<file path="config.mk">
export PLATFORM = sky130hd
export DESIGN_NAME = branch_ctrl
export DESIGN_NICKNAME = d
export VERILOG_FILES = /design/src/rtl/branch_ctrl_pkg.sv /design/src/rtl/branch_ctrl_cmp.sv /design/src/rtl/branch_ctrl.sv
export SDC_FILE = /design/constraint.sdc
export NUM_CORES = 1
export LEC_CHECK = 0
export ABC_AREA = 1
export BUFFER_PORTS_ARGS = -buffer_cell sky130_fd_sc_hd__clkbuf_2
export CORE_UTILIZATION = 35
export DETAILED_ROUTE_END_ITERATION = 8
export GPL_TIMING_DRIVEN = 0
export PLACE_DENSITY_LB_ADDON = 0.2
export SYNTH_ARGS = -nofsm -noshare
export SYNTH_HDL_FRONTEND = slang
export SYNTH_SLANG_ARGS = --single-unit
</file>
<file path="constraint.sdc">
create_clock -name clk -period 4.13 [get_ports clk]
set_input_delay 0.6195 -clock clk [delete_from_list [all_inputs] [get_ports clk]]
set_output_delay 0.6195 -clock clk [all_outputs]
set_load 0.01 [all_outputs]
</file>
<file path="src/rtl/branch_ctrl_pkg.sv">
// Shared definitions for the ID-stage branch resolution unit and its comparator:
// FSM states, control-flow kinds, condition codes and target/readiness helpers.
package branch_ctrl_pkg;

    localparam int unsigned XLEN = 32;

    typedef enum logic [1:0] {
        ST_IDLE    = 2'd0,
        ST_WAIT    = 2'd1,
        ST_RESOLVE = 2'd2
    } state_e;

    typedef enum logic [1:0] {
        KIND_NONE = 2'd0,
        KIND_BR   = 2'd1,
        KIND_JAL  = 2'd2,
        KIND_JALR = 2'd3
    } kind_e;

    // Condition codes; 3'b000 and 3'b111 are never-taken.
    localparam logic [2:0] CMP_EQ  = 3'b001;
    localparam logic [2:0] CMP_NE  = 3'b010;
    localparam logic [2:0] CMP_LT  = 3'b011;
    localparam logic [2:0] CMP_LTU = 3'b100;
    localparam logic [2:0] CMP_GE  = 3'b101;
    localparam logic [2:0] CMP_GEU = 3'b110;

    function automatic kind_e decode_kind(input logic br, input logic jal, input logic jalr);
        case ({br, jal, jalr})
            3'b100:  return KIND_BR;
            3'b010:  return KIND_JAL;
            3'b001:  return KIND_JALR;
            default: return KIND_NONE;
        endcase
    endfunction

    function automatic logic ops_ready(input kind_e kind, input logic r1, input logic r2);
        case (kind)
            KIND_BR:   return r1 & r2;
            KIND_JALR: return r1;
            KIND_JAL:  return 1'b1;
            default:   return 1'b0;
        endcase
    endfunction

    function automatic logic [XLEN-1:0] calc_target(input kind_e kind, input logic [XLEN-1:0] pc,
                                                    input logic [XLEN-1:0] imm,
                                                    input logic [XLEN-1:0] rs1);
        logic [XLEN-1:0] sum;
        if (kind == KIND_JALR) begin
            sum    = rs1 + imm;
            sum[0] = 1'b0;
        end else begin
            sum = pc + imm;
        end
        return sum;
    endfunction

endpackage

</file>
<file path="src/rtl/branch_ctrl_cmp.sv">
// cmp_32: 32-bit branch condition evaluator, purely combinational.
module cmp_32
    import branch_ctrl_pkg::*;
(
    input  logic [31:0] i_a,
    input  logic [31:0] i_b,
    input  logic [2:0]  i_cmp,
    output logic        o_taken
);

    always_comb begin
        o_taken = 1'b0;
        case (i_cmp)
            CMP_EQ:  o_taken = (i_a == i_b);
            CMP_NE:  o_taken = (i_a != i_b);
            CMP_LT:  o_taken = ($signed(i_a) < $signed(i_b));
            CMP_LTU: o_taken = (i_a < i_b);
            CMP_GE:  o_taken = ($signed(i_a) >= $signed(i_b));
            CMP_GEU: o_taken = (i_a >= i_b);
            default: o_taken = 1'b0;
        endcase
    end

endmodule

</file>
<file path="src/rtl/branch_ctrl.sv">
// ID-stage branch/jump resolution: waits for operands, resolves one cycle later,
// issues the fetch redirect or misalignment exception, and keeps branch statistics.
module branch_ctrl
    import branch_ctrl_pkg::*;
#(
    parameter int unsigned CNT_W = 32
) (
    input  logic             clk,
    input  logic             rst,
    input  logic             id_valid,
    input  logic             is_branch,
    input  logic             is_jal,
    input  logic             is_jalr,
    input  logic [2:0]       cmp_ctrl,
    input  logic [31:0]      pc_id,
    input  logic [31:0]      imm,
    input  logic [31:0]      rs1_data,
    input  logic [31:0]      rs2_data,
    input  logic             rs1_ready,
    input  logic             rs2_ready,
    input  logic             flush_in,
    output logic             stall_id,
    output logic             redirect_valid,
    output logic [31:0]      redirect_pc,
    output logic             flush_if,
    output logic             misalign_exc,
    output logic [CNT_W-1:0] br_total,
    output logic [CNT_W-1:0] br_taken
);

    state_e           r_state;
    kind_e            r_kind;
    logic [2:0]       r_cmp;
    logic [31:0]      r_rs1;
    logic [31:0]      r_rs2;
    logic [31:0]      r_target;
    logic [31:0]      r_redirect_pc;
    logic [CNT_W-1:0] r_br_total;
    logic [CNT_W-1:0] r_br_taken;

    kind_e            w_dec_kind;
    kind_e            w_cur_kind;
    logic             w_accept;
    logic             w_ready;
    logic             w_kill;
    logic             w_cmp_taken;
    logic             w_taken;
    logic             w_resolve;
    logic             w_aligned;
    logic             w_redirect;
    logic [31:0]      w_target;

    // While waiting, the stalled ID instruction is still on the inputs, so only
    // its operands and target need re-sampling; the kind was fixed at acceptance.
    assign w_dec_kind = decode_kind(is_branch, is_jal, is_jalr);
    assign w_accept   = id_valid && (w_dec_kind != KIND_NONE);
    assign w_cur_kind = (r_state == ST_WAIT) ? r_kind : w_dec_kind;
    assign w_ready    = ops_ready(w_cur_kind, rs1_ready, rs2_ready);
    assign w_target   = calc_target(w_cur_kind, pc_id, imm, rs1_data);
    assign w_kill     = rst | flush_in;

    cmp_32 u_cmp (
        .i_a    (r_rs1),
        .i_b    (r_rs2),
        .i_cmp  (r_cmp),
        .o_taken(w_cmp_taken)
    );

    assign w_taken    = (r_kind == KIND_JAL) || (r_kind == KIND_JALR) ||
                        ((r_kind == KIND_BR) && w_cmp_taken);
    assign w_resolve  = (r_state == ST_RESOLVE) && !w_kill;
    assign w_aligned  = (r_target[1:0] == 2'b00);
    assign w_redirect = w_resolve && w_taken && w_aligned;

    assign stall_id       = !w_kill && (((r_state == ST_IDLE) && w_accept) || (r_state == ST_WAIT));
    assign redirect_valid = w_redirect;
    assign flush_if       = w_redirect;
    assign misalign_exc   = w_resolve && w_taken && !w_aligned;
    assign redirect_pc    = w_redirect ? r_target : r_redirect_pc;
    assign br_total       = r_br_total;
    assign br_taken       = r_br_taken;

    always_ff @(posedge clk) begin
        if (rst) begin
            r_state       <= ST_IDLE;
            r_kind        <= KIND_NONE;
            r_cmp         <= 3'b000;
            r_rs1         <= 32'd0;
            r_rs2         <= 32'd0;
            r_target      <= 32'd0;
            r_redirect_pc <= 32'd0;
            r_br_total    <= '0;
            r_br_taken    <= '0;
        end else if (flush_in) begin
            r_state <= ST_IDLE;
            r_kind  <= KIND_NONE;
        end else begin
            case (r_state)
                ST_IDLE: begin
                    if (w_accept) begin
                        r_kind   <= w_dec_kind;
                        r_cmp    <= cmp_ctrl;
                        r_rs1    <= rs1_data;
                        r_rs2    <= rs2_data;
                        r_target <= w_target;
                        r_state  <= w_ready ? ST_RESOLVE : ST_WAIT;
                    end
                end
                ST_WAIT: begin
                    r_rs1    <= rs1_data;
                    r_rs2    <= rs2_data;
                    r_target <= w_target;
                    if (w_ready) begin
                        r_state <= ST_RESOLVE;
                    end
                end
                ST_RESOLVE: begin
                    r_state <= ST_IDLE;
                    r_kind  <= KIND_NONE;
                    if (w_redirect) begin
                        r_redirect_pc <= r_target;
                    end
                    // Statistics cover conditional branches only, saturating.
                    if (r_kind == KIND_BR) begin
                        if (r_br_total != '1) begin
                            r_br_total <= r_br_total + CNT_W'(1);
                        end
                        if (w_cmp_taken && (r_br_taken != '1)) begin
                            r_br_taken <= r_br_taken + CNT_W'(1);
                        end
                    end
                end
                default: r_state <= ST_IDLE;
            endcase
        end
    end

endmodule

</file>
---- Yosys cells after proc, flatten, opt, wreduce, memory -nomap -nowiden ----
Index checks and enable logic that the tools add are counted.
word-level totals
  flip-flop bits (word level) ............. 199
  latch bits .............................. 0
  bits in writable memories ............... 0
  memory bits (read-only) ................. 0
  output and inout port bits .............. 100
  word-level logic and storage cells ...... 88
  memories kept ........................... 0
cells by class
  add/subtract/negate cells ............... 4
  multiply operators ...................... 0
  div/mod/pow operators ................... 0
  magnitude comparators ................... 4
  equal/unequal tests ..................... 23
  shifts and indexed selects .............. 0
  muxes and demuxes ....................... 18
  bitwise operators ....................... 3
  reduce and logical (&&, ||, !) cells .... 27
operators by type and width
  kind                   count
  $pmux 32 s2            3
  $mux 32                5
  $add 32x1->32 const B  2
  $add 32x32->32         2
  $ge 32x32->1           2
  $lt 32x32->1           2
  $ne 32x32->1 const B   2
  $eq 32x32->1           1
  $ne 32x32->1           1
  $eq 3x3->1 const B     4
  $eq 2x2->1 const B     5
  $mux 2                 5
  $eq 3x2->1 const B     3
  $logic_and 1x1->1      9
  $pmux 2 s2             2
  $reduce_and 4->1       2
  $eq 2x1->1 const B     3
  $eq 3x1->1 const B     2
  $pmux 1 s6             1
  $pmux 2 s3             1
  $reduce_and 2->1       3
  $reduce_and 3->1       2
  $reduce_bool 2->1      3
  $logic_not 2->1        2
  8 further kinds        12

---- Logic depth before layout (Yosys ltp) ----
  depth after elaboration ................. 8
  gate-level depth with buffers ........... 24
  depth with buffers taken out ............ 23

---- By module ----
Synthesis repeated with hierarchy kept, for this count alone.
second synthesis, totals
  cell total of the unflattened synthesis .. 2,444
  area, all modules ....................... 14,700.3 sq um
modules (own cells, without submodules)
  module       instances  cells each  area an instance (sq um)  seq. area each (sq um)
  branch_ctrl  1          2,275       13,709.4                  3,983.8
  cmp_32       1          169         991.0                     0.0

---- Worst setup path after synthesis ----
Ideal clock, no wire load.
  kind .................................... register to output
  start ................................... register r_rs2[31]
  end ..................................... output redirect_pc[11]
  arrival ................................. 2.221 ns
  required time ........................... 3.510 ns
  slack ................................... 1.289 ns
  cell stages (with the launch flop) ...... 20
  path buffers ............................ 1
  path through ............................ dfxtp_1 > inv_1 > ha_1 > nand2_1 > nor2_1 > nand2_1 > nor3b_2 > nand2_1 > nand2_1 > o21ai_1 > inv_1 > nand2_1 > nor2_1 > nand3_2 > nand2_1 > nand2_2 > buf_2 > nand4_1 > inv_1 > nor2_1
on the way
  longest elaborated chain between the ends .. 7
  elaborated cells between the ends (all ways) .. 12
ends and longest elaborated chain
  item                                  RTL line               RTL
  start: declaration                    branch_ctrl.sv:35      logic [31:0] r_rs2;
  start signal: assignment              branch_ctrl.sv:104     r_rs2 <= rs2_data;
  start signal: assignment              branch_ctrl.sv:111     r_rs2 <= rs2_data;
  $ge 32x32->1 (tied with other cells)  branch_ctrl_cmp.sv:19  CMP_GEU: o_taken = (i_a >= i_b);
  $pmux 1 s6 *                          branch_ctrl_cmp.sv:13  case (i_cmp)
  $logic_and 1x1->1 *                   branch_ctrl.sv:70      ((r_kind == KIND_BR) && w_cmp_taken);
  $logic_or 1x1->1 *                    branch_ctrl.sv:69      assign w_taken = (r_kind == KIND_JAL) || (r_kind == KIND_JALR) ||
  $logic_and 1x1->1 * (2 in a row)      branch_ctrl.sv:73      assign w_redirect = w_resolve && w_taken && w_aligned;
  $mux 32 *                             --
  end: declaration                      branch_ctrl.sv:24      output logic [31:0] redirect_pc,
Mark *: on every way between the ends. The rest lies on a longest branch, timed or not.

---- Worst setup path after layout ----
  start ................................... register r_rs2[31]
  end ..................................... output redirect_pc[4]
The elaborated chain is that of the path after synthesis.

==> results.py <==
metrics = {
    "setup_path": {
        "critPathLaunch": "r_rs2[31]",
        "worst-path-stages": 20,
        "cp_cell_sequence": "inv_1, ha_4, nand2_1, nor2_2, nand2_2, nor3b_4, nand2_2, nand2_1, o21ai_1, inv_1, nand2_1, nor2_1, nand3_2, nand2_2, nand2_4, buf_2, nand4_1, inv_1, nor2_1, clkbuf_2",
        "ff2ff_setup_slack_ns": 1.21,
        "worstPathMaxFanout": 10,
        "crit_family": "simple AND/OR/NAND/NOR gates",
        "r2r_cells": 18,
        "critPathLaunchType": "flip-flop",
        "crit_arrival_ns": 3.32,
        "rr_startpoint": "r_rs2[31]",
        "cp.required_ns": 3.51,
        "reg2reg_to": "br_taken[19]",
        "path_class": "reg -> out",
        "crit_path_top_delay_cell": "dfxtp_1",
        "slowest_delay_ns": 0.31,
        "endpoint": "redirect_pc[4]",
        "worstSetupEndpointType": "output port",
        "worst-path-buf-inv": 5,
    },
    "clock_tree": {
        "clockRootBuffer": "clkbuf_16",
        "tritoncts": "done",
        "h-tree-depth": 4,
        "cts_buffer_depth": 2,
        "numCtsBuffers": 17,
        "cts_sinks": 199,
        "clk_latency_ns": 0.46,
        "path_clk_slew_ns": 0.08,
    },
    "timing": {
        "worst_pin_slew_ns": 0.880,
        "finalMaxSlewViolations": 0,
        "fmax_ghz": 0.254,
        "setup_viol_count_final": 0,
        "rsz0062_at_grt": "yes",
        "final-hold-violation-count": 0,
        "finClkSkew_ns": 0.0184,
        "fin_crit_sh_pct": 95.4,
        "relSlewSlack_pct": 40.8,
        "finalCriticalPeriod_ns": 3.94,
    },
    "route": {
        "first_pass_iters": 6,
        "detail_route.vias_per_cell": 4.92,
        "ant_nets": 0,
        "dr_total_vias": 14218,
        "wl_per_cell_um": 16.6,
        "drt_iter0_drc": 858,
        "route.final.wire_length_um": 47800,
        "drc_errors": 0,
    },
    "min_path": {
        "hold_path.class": "in -> reg",
        "whs_path_depth": 3,
    },
    "cells_and_area": {
        "final_util_pct": 42.3,
        "syn_to_final_growth_pct": 18.6,
        "drive_gt1_share_pct": 13.7,
        "num-nets-final": 2600,
    },
    "logic_synthesis": {
        "synthTopCellsByArea": "dfxtp_1, nand2_1, inv_1, ha_1, a21oi_1",
        "syn_area_um2": 13500,
        "syn_nets": 2338,
        "synth_top_area_share_pct": 29.6,
        "yosysSeqAreaShare_pct": 29.6,
        "synth_most_common_cell": "nand2_1",
        "synthFlopType": "dfxtp_1",
        "yosys.cell_types.count": 48,
        "netlist_instances": 2101,
        "syn_avg_cell_area_um2": 6.42,
        "ys_warn_count": 0,
        "synth_common_cells": "nand2_1, inv_1, nor2_1",
        "synth_area_leader_cell": "dfxtp_1",
        "synth_enable_flop_cells": 0,
        "ys_ff_latch": 199,
        "synthArstFlopShare_pct": 0,
    },
    "global_route": {
        "grt_max_degree": 19,
        "grt_pass1_wl_um": 73100,
        "grt_overflow": 0,
        "first_global_vias": 13246,
        "grt_use_total_pct": 24.5,
        "grt_antenna_before_repair": 1,
    },
    "floorplan": {
        "rows": 71,
        "initial_core_util_pct": 35.7,
        "core_area_um2": 37800,
        "ios": 240,
        "die_h_um": 198,
        "dieArea_um2": 39300,
        "die_w_um": 198,
    },
    "power": {
        "power_mw": 4.81,
        "p_leak_nw": 7.79,
        "powerDensity_nw_per_um2": 301,
        "ir_worst_vdd_mv": 0.267,
    },
    "place": {
        "gp_congestion": 1.01,
        "dp_hpwl_um": 39700,
        "port_buffers": 239,
    },
    "status": {
        "outcome": "finished clean",
    },
    "flow_run": {
        "cap_violations": 0,
    },
}
-- layout make-up --
type	count	area, um2
multi-input combinational	1476	7920
inverter	360	1350
buffer	66	298
clock buffer	20	457
sequential	199	3980
tap	511	639
antenna	1	2.50
clock inverter	12	108
timing repair buffer	243	1230
fill	4123	21800
-- flip-flops by register name, indices dropped and copies added (netlist names) --
signal         count
br_taken          32
r_redirect_pc     32
r_rs1             32
r_target          32
r_state            2
br_total          32
r_rs2             32
r_cmp              3
r_kind             2
-- metal layers --
metal  global-route usage [%]  share of wire, %
met1                     32.7                47
met2                     40.1                45
met3                     3.10               4.5
met4                     9.50               3.1
met5                        0                 0
-- cell families after synthesis --
kind of cell	after synthesis	share of synthesized area, %
buffers and inverters	426	12.1
DFF	199	29.6
xor gates and xnor gates	45	2.92
and+or+nand+nor	867	27.5
adders and majority gates	97	9.11
AOI/OAI and AO/OA	467	18.8
-- how the worst min path moves through the flow --
stage	start	endpoint	slack (ns)
2_1_floorplan	r_redirect_pc[0]	r_redirect_pc[0]	0.43
3_3_place_gp	r_redirect_pc[0]	r_redirect_pc[0]	0.44
3_5_place_dp	r_redirect_pc[0]	r_redirect_pc[0]	0.45
4_1_cts	rs2_data[0]	r_rs2[0]	0.37
5_1_grt	rs2_data[0]	r_rs2[0]	0.41
6_report	rs2_data[0]	r_rs2[0]	0.39
-- report_power, final --
part | switching [mW] | internal (mW)
logic | 0.740 | 0.389
registers | 0.0314 | 1.99
clock network | 0.828 | 0.826
total | 1.60 | 3.21
-- layout by cell type (no fill, tap or decap), types with 15 or more instances in the layout --
cell / instances
nand3_1: 83
nand2_1: 377
clkbuf_16: 17
inv_1: 352
xor2_1: 31
o21ai_0: 170
dfxtp_1: 199
a31oi_1: 15
a21oi_1: 213
nor2_1: 259
clkbuf_2: 239
nand4_1: 49
ha_1: 94
clkbuf_1: 49
nor3_1: 47
-- worst reg2reg max path: stages, from the launching register on --
cell and delay [ns]:
dfxtp_1 0.31, inv_1 0.07, ha_4 0.31, nand2_1 0.09
nor2_2 0.12, nand2_2 0.09, nor3b_4 0.31, nand2_2 0.13
nand2_1 0.07, o21ai_1 0.05, inv_1 0.05, nand2_1 0.04
nor2_1 0.12, nand3_2 0.17, buf_4 0.19, nand2_2 0.12
buf_2 0.26, nor3_1 0.07, nor3b_1 0.24
-- per-stage QoR --
| stage | worst slack, ns | instance area [um2] | cells | hold WS, ns | setup TNS, ns |
|---|---|---|---|---|---|
| 2_1_floorplan | 1.29 | 13500 | 2101 | 0.432 | 0 |
| 3_3_place_gp | 0.278 | 15300 | 2851 | 0.441 | 0 |
| 3_5_place_dp | 0.288 | 15300 | 2851 | 0.451 | 0 |
| 4_1_cts | 0.000681 | 15900 | 2883 | 0.374 | 0 |
| 5_1_grt | -0.0183 | 16000 | 2888 | 0.408 | -0.0444 |
| 6_report | 0.190 | 16000 | 2888 | 0.394 | 0 |
-- timing repair --
item,4_1_cts,5_1_grt
hold buffers,0,0
resized for setup,6,14
pin swaps,1,5
hold endpoints to repair,0,0
gates cloned,0,0
setup endpoints to repair,34,31
buffers inserted,0,4
Note: power is estimated with default switching activity, not from simulation.
